**config.mk**
```make
export PLATFORM = sky130hd
export DESIGN_NAME = nubus_master_watchdog
export DESIGN_NICKNAME = d
export VERILOG_FILES = /design/src/rtl/nubus_inc.sv /design/src/rtl/nubus_master_watchdog.sv
export SDC_FILE = /design/constraint.sdc
export NUM_CORES = 1
export LEC_CHECK = 0
export ABC_AREA = 0
export BUFFER_PORTS_ARGS = -buffer_cell sky130_fd_sc_hd__buf_2
export CAP_MARGIN = 20
export CORE_MARGIN = 1.5
export CORE_UTILIZATION = 55
export DETAILED_ROUTE_END_ITERATION = 6
export PLACE_DENSITY = 0.84
export REMOVE_ABC_BUFFERS = 1
export SYNTH_ARGS = -nofsm -noshare
export SYNTH_HDL_FRONTEND = slang
export SYNTH_SLANG_ARGS = --single-unit
```
**constraint.sdc**
```tcl
create_clock -name nub_clkn -period 2.4 [get_ports nub_clkn]
set_clock_uncertainty 0.1 [all_clocks]
set_input_delay 0.36 -clock nub_clkn [delete_from_list [all_inputs] [get_ports nub_clkn]]
set_output_delay 0.36 -clock nub_clkn [all_outputs]
set_load 0.005 [all_outputs]
```
**src/rtl/nubus_inc.sv**
```systemverilog
// Shared NuBus definitions: TM status codes carried with ACK and the master
// watchdog state encoding.
package nubus_inc;

   // TM1/TM0 status codes sampled with an ACK cycle.
   localparam logic [1:0] TMN_COMPLETE        = 2'b00;
   localparam logic [1:0] TMN_ERROR           = 2'b01;
   localparam logic [1:0] TMN_TIMEOUT_ERROR   = 2'b10;
   localparam logic [1:0] TMN_TRY_AGAIN_LATER = 2'b11;

   typedef enum logic [1:0] {
      MST_IDLE    = 2'd0,
      MST_WAIT    = 2'd1,
      MST_BACKOFF = 2'd2
   } mst_state_e;

   function automatic logic [7:0] sat_inc8(input logic [7:0] value);
      return (value == 8'hFF) ? value : value + 8'd1;
   endfunction

endpackage

```
**src/rtl/nubus_master_watchdog.sv**
```systemverilog
// NuBus master transaction watchdog: times out missing ACKs, sequences
// try-again-later retries with a backoff delay, and reports the outcome.
module nubus_master_watchdog #(
   parameter int TIMEOUT_CYCLES = 255,
   parameter int RETRY_MAX      = 3,
   parameter int BACKOFF_CYCLES = 4
) (
   input  logic       nub_clkn,
   input  logic       nub_resetn,
   input  logic       mst_start,
   input  logic       mst_ack,
   input  logic [1:0] mst_status,
   output logic       mst_busy,
   output logic       mst_done,
   output logic       mst_retry,
   output logic       mst_timeout,
   output logic       mst_error,
   output logic [1:0] mst_retry_cnt
);
   import nubus_inc::*;

   // Counters hold "clocks already spent", so expiry compares against N-1.
   localparam logic [7:0] TIMEOUT_LAST = 8'(TIMEOUT_CYCLES - 1);
   localparam logic [7:0] BACKOFF_LAST = 8'(BACKOFF_CYCLES - 1);
   localparam logic [1:0] RETRY_LIMIT  = 2'(RETRY_MAX);

   mst_state_e state, state_nxt;
   logic [7:0] cnt, cnt_nxt;
   logic [1:0] retry_cnt_nxt;
   logic       done_nxt, retry_nxt, timeout_nxt, error_nxt;

   always_ff @(negedge nub_clkn or negedge nub_resetn) begin
      if (!nub_resetn) begin
         state         <= MST_IDLE;
         cnt           <= 8'd0;
         mst_retry_cnt <= 2'd0;
         mst_done      <= 1'b0;
         mst_retry     <= 1'b0;
         mst_timeout   <= 1'b0;
         mst_error     <= 1'b0;
      end else begin
         state         <= state_nxt;
         cnt           <= cnt_nxt;
         mst_retry_cnt <= retry_cnt_nxt;
         mst_done      <= done_nxt;
         mst_retry     <= retry_nxt;
         mst_timeout   <= timeout_nxt;
         mst_error     <= error_nxt;
      end
   end

   always_comb begin
      state_nxt     = state;
      cnt_nxt       = cnt;
      retry_cnt_nxt = mst_retry_cnt;
      done_nxt      = 1'b0;
      retry_nxt     = 1'b0;
      timeout_nxt   = 1'b0;
      error_nxt     = 1'b0;

      case (state)
         MST_IDLE: begin
            if (mst_start) begin
               state_nxt = MST_WAIT;
               cnt_nxt   = 8'd0;
            end
         end

         MST_WAIT: begin
            cnt_nxt = sat_inc8(cnt);
            // An ACK on the expiry clock wins over the timeout.
            if (mst_ack) begin
               case (mst_status)
                  TMN_COMPLETE: begin
                     done_nxt      = 1'b1;
                     retry_cnt_nxt = 2'd0;
                     state_nxt     = MST_IDLE;
                     cnt_nxt       = 8'd0;
                  end
                  TMN_TRY_AGAIN_LATER: begin
                     if (mst_retry_cnt < RETRY_LIMIT) begin
                        retry_cnt_nxt = mst_retry_cnt + 2'd1;
                        state_nxt     = MST_BACKOFF;
                        cnt_nxt       = 8'd0;
                     end else begin
                        error_nxt     = 1'b1;
                        retry_cnt_nxt = 2'd0;
                        state_nxt     = MST_IDLE;
                        cnt_nxt       = 8'd0;
                     end
                  end
                  default: begin
                     error_nxt     = 1'b1;
                     retry_cnt_nxt = 2'd0;
                     state_nxt     = MST_IDLE;
                     cnt_nxt       = 8'd0;
                  end
               endcase
            end else if (cnt == TIMEOUT_LAST) begin
               timeout_nxt   = 1'b1;
               retry_cnt_nxt = 2'd0;
               state_nxt     = MST_IDLE;
               cnt_nxt       = 8'd0;
            end
         end

         MST_BACKOFF: begin
            // Retry count is kept so the re-issued start continues the tally.
            if (cnt == BACKOFF_LAST) begin
               retry_nxt = 1'b1;
               state_nxt = MST_IDLE;
               cnt_nxt   = 8'd0;
            end else begin
               cnt_nxt = sat_inc8(cnt);
            end
         end

         default: begin
            state_nxt = MST_IDLE;
            cnt_nxt   = 8'd0;
         end
      endcase
   end

   assign mst_busy = (state != MST_IDLE);

endmodule

```
==> results of run 1 <==
[registers in the layout, summed over array words and instances (netlist names)]
name,flops
state,2
mst_retry,1
mst_timeout,1
mst_error,1
mst_retry_cnt,2
cnt,8
mst_done,1
[path summary, 6_finish.rpt]
kind                                  startpoint               end
worst max register to register            cnt[1]          state[1]
min in group asynchronous             nub_resetn            cnt[5]
max in group asynchronous             nub_resetn          state[1]
worst max-delay path                    state[1]          mst_busy
worst min register to register  mst_retry_cnt[1]  mst_retry_cnt[1]
worst min-delay path            mst_retry_cnt[1]  mst_retry_cnt[1]
[Yosys cell counts, types with 4 or more instances]
master   number
a21oi_1       8
dfrtn_1      16
ha_1          6
inv_1         5
nand2_1       6
nand3_1       4
nor2_1        9
nor3_1        4
o21ai_0       4
o22ai_1       6
[through the flow]
step | total power (W) | utilization (%) | worst slack, ns | std cells
after detailed placement | 0.0006998 | 64.62 | -0.2217 | 141
after global placement | 0.0006820 | 64.62 | -0.2011 | 141
after floorplan | 0.0005527 | - | -0.05247 | 97
final | 0.0009716 | 70.04 | -0.3297 | 150
after CTS | 0.0009426 | 69.23 | -0.3349 | 149
after global routing | 0.001032 | 70.04 | -0.3681 | 150
[power groups by stage]
stage	Clock [W]	Sequential [W]	Combinational (W)
5_1_grt	0.000201	0.000347	0.000484
3_3_place_gp	0	0.000347	0.000335
2_1_floorplan	0	0.000349	0.000203
6_report	0.000185	0.000343	0.000444
4_1_cts	0.000185	0.000341	0.000416
3_5_place_dp	0	0.000350	0.000350
[cells by family after synthesis]
kind of cell             synth area share [%]
flip-flops                              40.87
multiplexers                            2.299
AND/OR/NAND/NOR                         24.01
adder cells (fa/ha/maj)                 7.663
buffers and inverters                   3.958
AO/OA/AOI/OAI                           21.20
[per-layer routing]
metal / global-route usage, % / share of wire [%] / vias to the layer above
met1: 28.61 / 47 / 393
met3: 5.200 / 5.0 / 5
li1: - / - / 419
met2: 32.57 / 46 / 25
met4: 10.00 / 1.7 / 0
met5: 0 / 0 / -
[worst max-delay path: cells and delay by family, from the launching register on]
family,cells,cell delay (ns)
flops,1,0.43
buf+inv,3,0.18
fa+ha+maj,1,0.16
[cell type report]
type,instances,area [um^2],share of cell area (%)
inverters,5,18.77,1.569
repair buffers,24,156.4,13.08
clock buffers,4,36.28,3.033
flip-flops and latches,16,400.4,33.47
well taps,25,31.28,2.615
multi-input cells,76,553.0,46.23
[repair_timing]
item / in CTS / in global routing
gates resized for setup: 5 / 1
setup endpoints to repair: 7 / 7
buffers inserted: 4 / 1
pin swaps: 1 / 1
==> flow_summary.yaml, run 1 <==
place:
  dpl.hpwl_um: 1406
  gp_congestion: 0.8374
  dpl_cell_area_mm2: 0.001104
  port_buffers: 12
global_routing:
  grt.total_usage_pct: 21.42
  grt_pass1_vias: 709
  grt_max_degree: 17
  gr-total-overflow: 0
  grt_pass1_wl_um: 3111
  antenna_found_initial: 0
synthesis:
  netlist_area_um2: 979.7
  synth_top_area_share_pct: 40.87
  synth_edf_count: 0
  syn_area_per_cell_um2: 9.797
  yosysWarnings: 0
  synth-seq-area-share_pct: 40.87
  syn_inst: 100
  synth_area_leader_cell: "dfrtn_1"
  ys.flop_type: "dfrtn_1"
  ys_top_cells_by_area: "dfrtn_1, ha_1, a21oi_1"
  synth_seq_cells: 16
  synth_cell_types: 38
  synth-async-reset-ratio_pct: 100.0
power_and_ir_drop:
  switchingPower_w: 0.0003199
  power_density_mw_per_mm2: 812.3
  seqPwrFrac_pct: 35.3
  peakVddDrop_mv: 0.6292
  swShare_pct: 32.92
  p_leak_nw: 0.5581
  combPwrFrac_pct: 45.7
  p_int_w: 0.0006517
  pwr-share-clk_pct: 19.0
floorplan:
  initial_core_util_pct: 57.36
  ios: 13
  die_h_um: 45.21
  num_rows: 15
  die_area_mm2: 0.002043
  die_x_um: 45.21
  core_mm2: 0.001708
min_path:
  hold_depth: 2
  hold_class: "register to register"
routing:
  vias: 842
  dr.pass1.iters: 4
  drc: 0
  wirelength_um: 1992
  vias_per_cell: 5.613
  ant_nets: 0
  wl_per_cell_um: 13.28
  drt-initial-drc-count: 28
status:
  outcome: "finished, violations left"
  violations: "setup timing"
clock_tree:
  cts_made_buffers: 3
  cts_root_buffer: "clkbuf_4"
  hold_buffers: 0
  clk_pin_slew_ns: 0.06
  cts_sinks: 16
  cts_buffer_depth: 2
  clk_latency_ns: 0.30
  cts_tree: "built"
  htree_num_levels: 1
layout:
  area_growth_pct: 22.09
  fillerInstances: 130
  num_antenna_cells: 0
  mostFrequentLayoutCells: "dfrtn_1, buf_4, buf_2"
  nets: 138
  final_area_mm2: 0.001196
  drive_above_1_share_pct: 33.60
  layout_commonest_cell: "dfrtn_1"
job:
  max_cap_viol_count: 0
critical_path:
  crit_path_start_kind: "register"
  cp-end-kind: "primary output"
  crit_chain: "inv_2 > ha_4 > inv_2 > buf_6"
  crit_type: "register to primary output"
  worst-path-max-fanout: 2
  r2r_slack_ns: 0.39
  slowest_delay_ns: 0.43
  required_ns: 1.94
  crit_path_frequent_cell: "inv_2"
  worstRegToRegCells: 5
  cpMaxStageDelayCell: "dfrtn_1"
  crit_arrival_ns: 2.27
timing:
  hold_violations: 0
  tns_ns: -0.6447
  rsz0062_at_grt: "yes"
  tightest_slew_ns: 0.4606
  hold_ws_ns: 0.4471
  slew_headroom_pct: 69.29
  setup_slack_ns: -0.3297
  drv_slew: 0
  finalSetupViolCount: 7
Power figures use the tool's default switching activity.
==> run 2, diff against run 1 <==
--- a/config.mk
+++ b/config.mk
@@ -6,7 +6,7 @@
 export NUM_CORES = 1
 export LEC_CHECK = 0
 export ABC_AREA = 0
-export BUFFER_PORTS_ARGS = -buffer_cell sky130_fd_sc_hd__buf_2
+export BUFFER_PORTS_ARGS = -buffer_cell sky130_fd_sc_hd__buf_4
 export CAP_MARGIN = 20
 export CORE_MARGIN = 1.5
 export CORE_UTILIZATION = 55
==> flow_summary.yaml, run 2 (synthesized netlist as in run 1, its figures left out) <==
critical_path:
  required_ns: 1.94
  cp-end-kind: "primary output"
  crit_path_start_kind: "register"
  worst-path-max-fanout: 2
  crit_arrival_ns: 2.27
  crit_type: "register to primary output"
place:
  dpl_cell_area_mm2: 0.001149
  dpl.hpwl_um: 1543
  port_buffers: 12
  gp_congestion: 0.8233
  dp_cells: 143
  place_ws_ns: -0.2481
global_routing:
  grt_pass1_vias: 784
  use_met2_pct: 38.29
  grt_max_degree: 17
  grt_pass1_wl_um: 3381
  busiest_layer: "met2"
  grtUsageMet1_pct: 30.40
  grt.total_usage_pct: 23.19
  gr-total-overflow: 0
  use_met3_pct: 3.600
  antenna_found_initial: 0
timing:
  tns_ns: -0.6412
  finalSetupViolCount: 7
  setup_slack_ns: -0.3316
  tightest_slew_ns: 0.4176
  slew_headroom_pct: 72.16
  drv_slew: 0
  rsz0062_at_grt: "yes"
  hold_violations: 0
layout:
  largest-register: "cnt"
  drive_above_1_share_pct: 35.43
  num_antenna_cells: 0
  final_cells: 152
  area_growth_pct: 26.44
  reg_top3: "cnt (8), mst_retry_cnt (2), state (2)"
  largest_register_ffs: 8
  mostFrequentLayoutCells: "buf_4, dfrtn_1, nor2_1"
  final_area_mm2: 0.001239
  layout_commonest_cell: "buf_4"
  nets: 140
  final_util_pct: 72.53
  fillerInstances: 125
routing:
  drc: 0
  vias: 877
  dr.pass1.iters: 4
  vias_per_cell: 5.770
  ant_nets: 0
  wl_per_cell_um: 13.41
  wirelength_um: 2038
  drt-initial-drc-count: 30
status:
  outcome: "finished, violations left"
  violations: "setup timing"
floorplan:
  core_mm2: 0.001708
  die_x_um: 45.21
  die_area_mm2: 0.002043
  die_h_um: 45.21
  ios: 13
  num_rows: 15
  initial_core_util_pct: 57.36
clock_tree:
  clk_latency_ns: 0.29
  cts_buffer_depth: 2
  cts_tree: "built"
  hold_buffers: 0
  cts_made_buffers: 3
  clk_pin_slew_ns: 0.06
  cts_root_buffer: "clkbuf_4"
  cts_sinks: 16
  htree_num_levels: 1
power_and_ir_drop:
  peakVddDrop_mv: 0.6440
  power_density_mw_per_mm2: 794.6
  p_leak_nw: 0.5644
min_path:
  hold_class: "register to register"
job:
  max_cap_viol_count: 0
[run 2: changes by cell type in the layout (fill, tap and decap cells not counted)]
cell	delta
o211a_1	-1
o211a_2	+1
buf_2	-11
buf_4	+13
[run 2: metrics by stage]
stage | power (W) | hold slack [ns]
final | 0.0009843 | 0.4578
after detailed placement | 0.0007397 | 0.3910
after CTS | 0.0009817 | 0.4630
after global routing | 0.001051 | 0.5013
after floorplan | 0.0005527 | 0.3601
after global placement | 0.0007232 | 0.3821
[run 2: layout make-up]
cell class / instances / area (um^2) / area share [%]
multi-input cells: 76 / 553.0 / 44.65
flip-flops and latches: 16 / 400.4 / 32.32
clock buffers: 4 / 36.28 / 2.929
inverters: 5 / 18.77 / 1.515
well taps: 25 / 31.28 / 2.525
repair buffers: 26 / 198.9 / 16.06
[run 2: repair_timing]
item | CTS | global route
endpoints found under the setup margin | 7 | 8
resized for setup | 6 | 1
pin swaps | 1 | 1
setup buffers | 4 | 1
[run 2: metal layers]
metal | routed length, um | vias up
met1 | 910 | 405
met2 | 979 | 35
met5 | 0 | -
li1 | - | 428
met3 | 92 | 9
met4 | 56 | 0
[run 2: report_power, final]
part / switching, W / internal, W / leakage [nW] / total, W
Clock: 0.0000860 / 0.0000925 / 0.0210 / 0.000178
Sequential: 0.0000307 / 0.000313 / 0.219 / 0.000344
Combinational: 0.000203 / 0.000259 / 0.325 / 0.000462
Total: 0.000320 / 0.000665 / 0.564 / 0.000984
[run 2: worst paths after layout]
| check | startpoint | end | slack [ns] | cells past startpoint |
|---|---|---|---|---|
| setup / recovery | state[1] | mst_busy | -0.33 | 4 |
| hold / removal | mst_retry_cnt[1] | mst_retry_cnt[1] | 0.46 | 2 |
| setup reg to reg | cnt[1] | state[1] | 0.35 | 5 |
| hold reg to reg | mst_retry_cnt[1] | mst_retry_cnt[1] | 0.46 | 2 |
| max in group asynchronous | nub_resetn | cnt[2] | 1.09 | 1 |
| min in group asynchronous | nub_resetn | cnt[4] | 0.90 | 1 |
[run 2: critical path, cell delays in order (launching register included)]
cell and delay, ns:
dfrtn_1 0.44, inv_2 0.06, ha_4 0.16, inv_2 0.05, buf_6 0.08
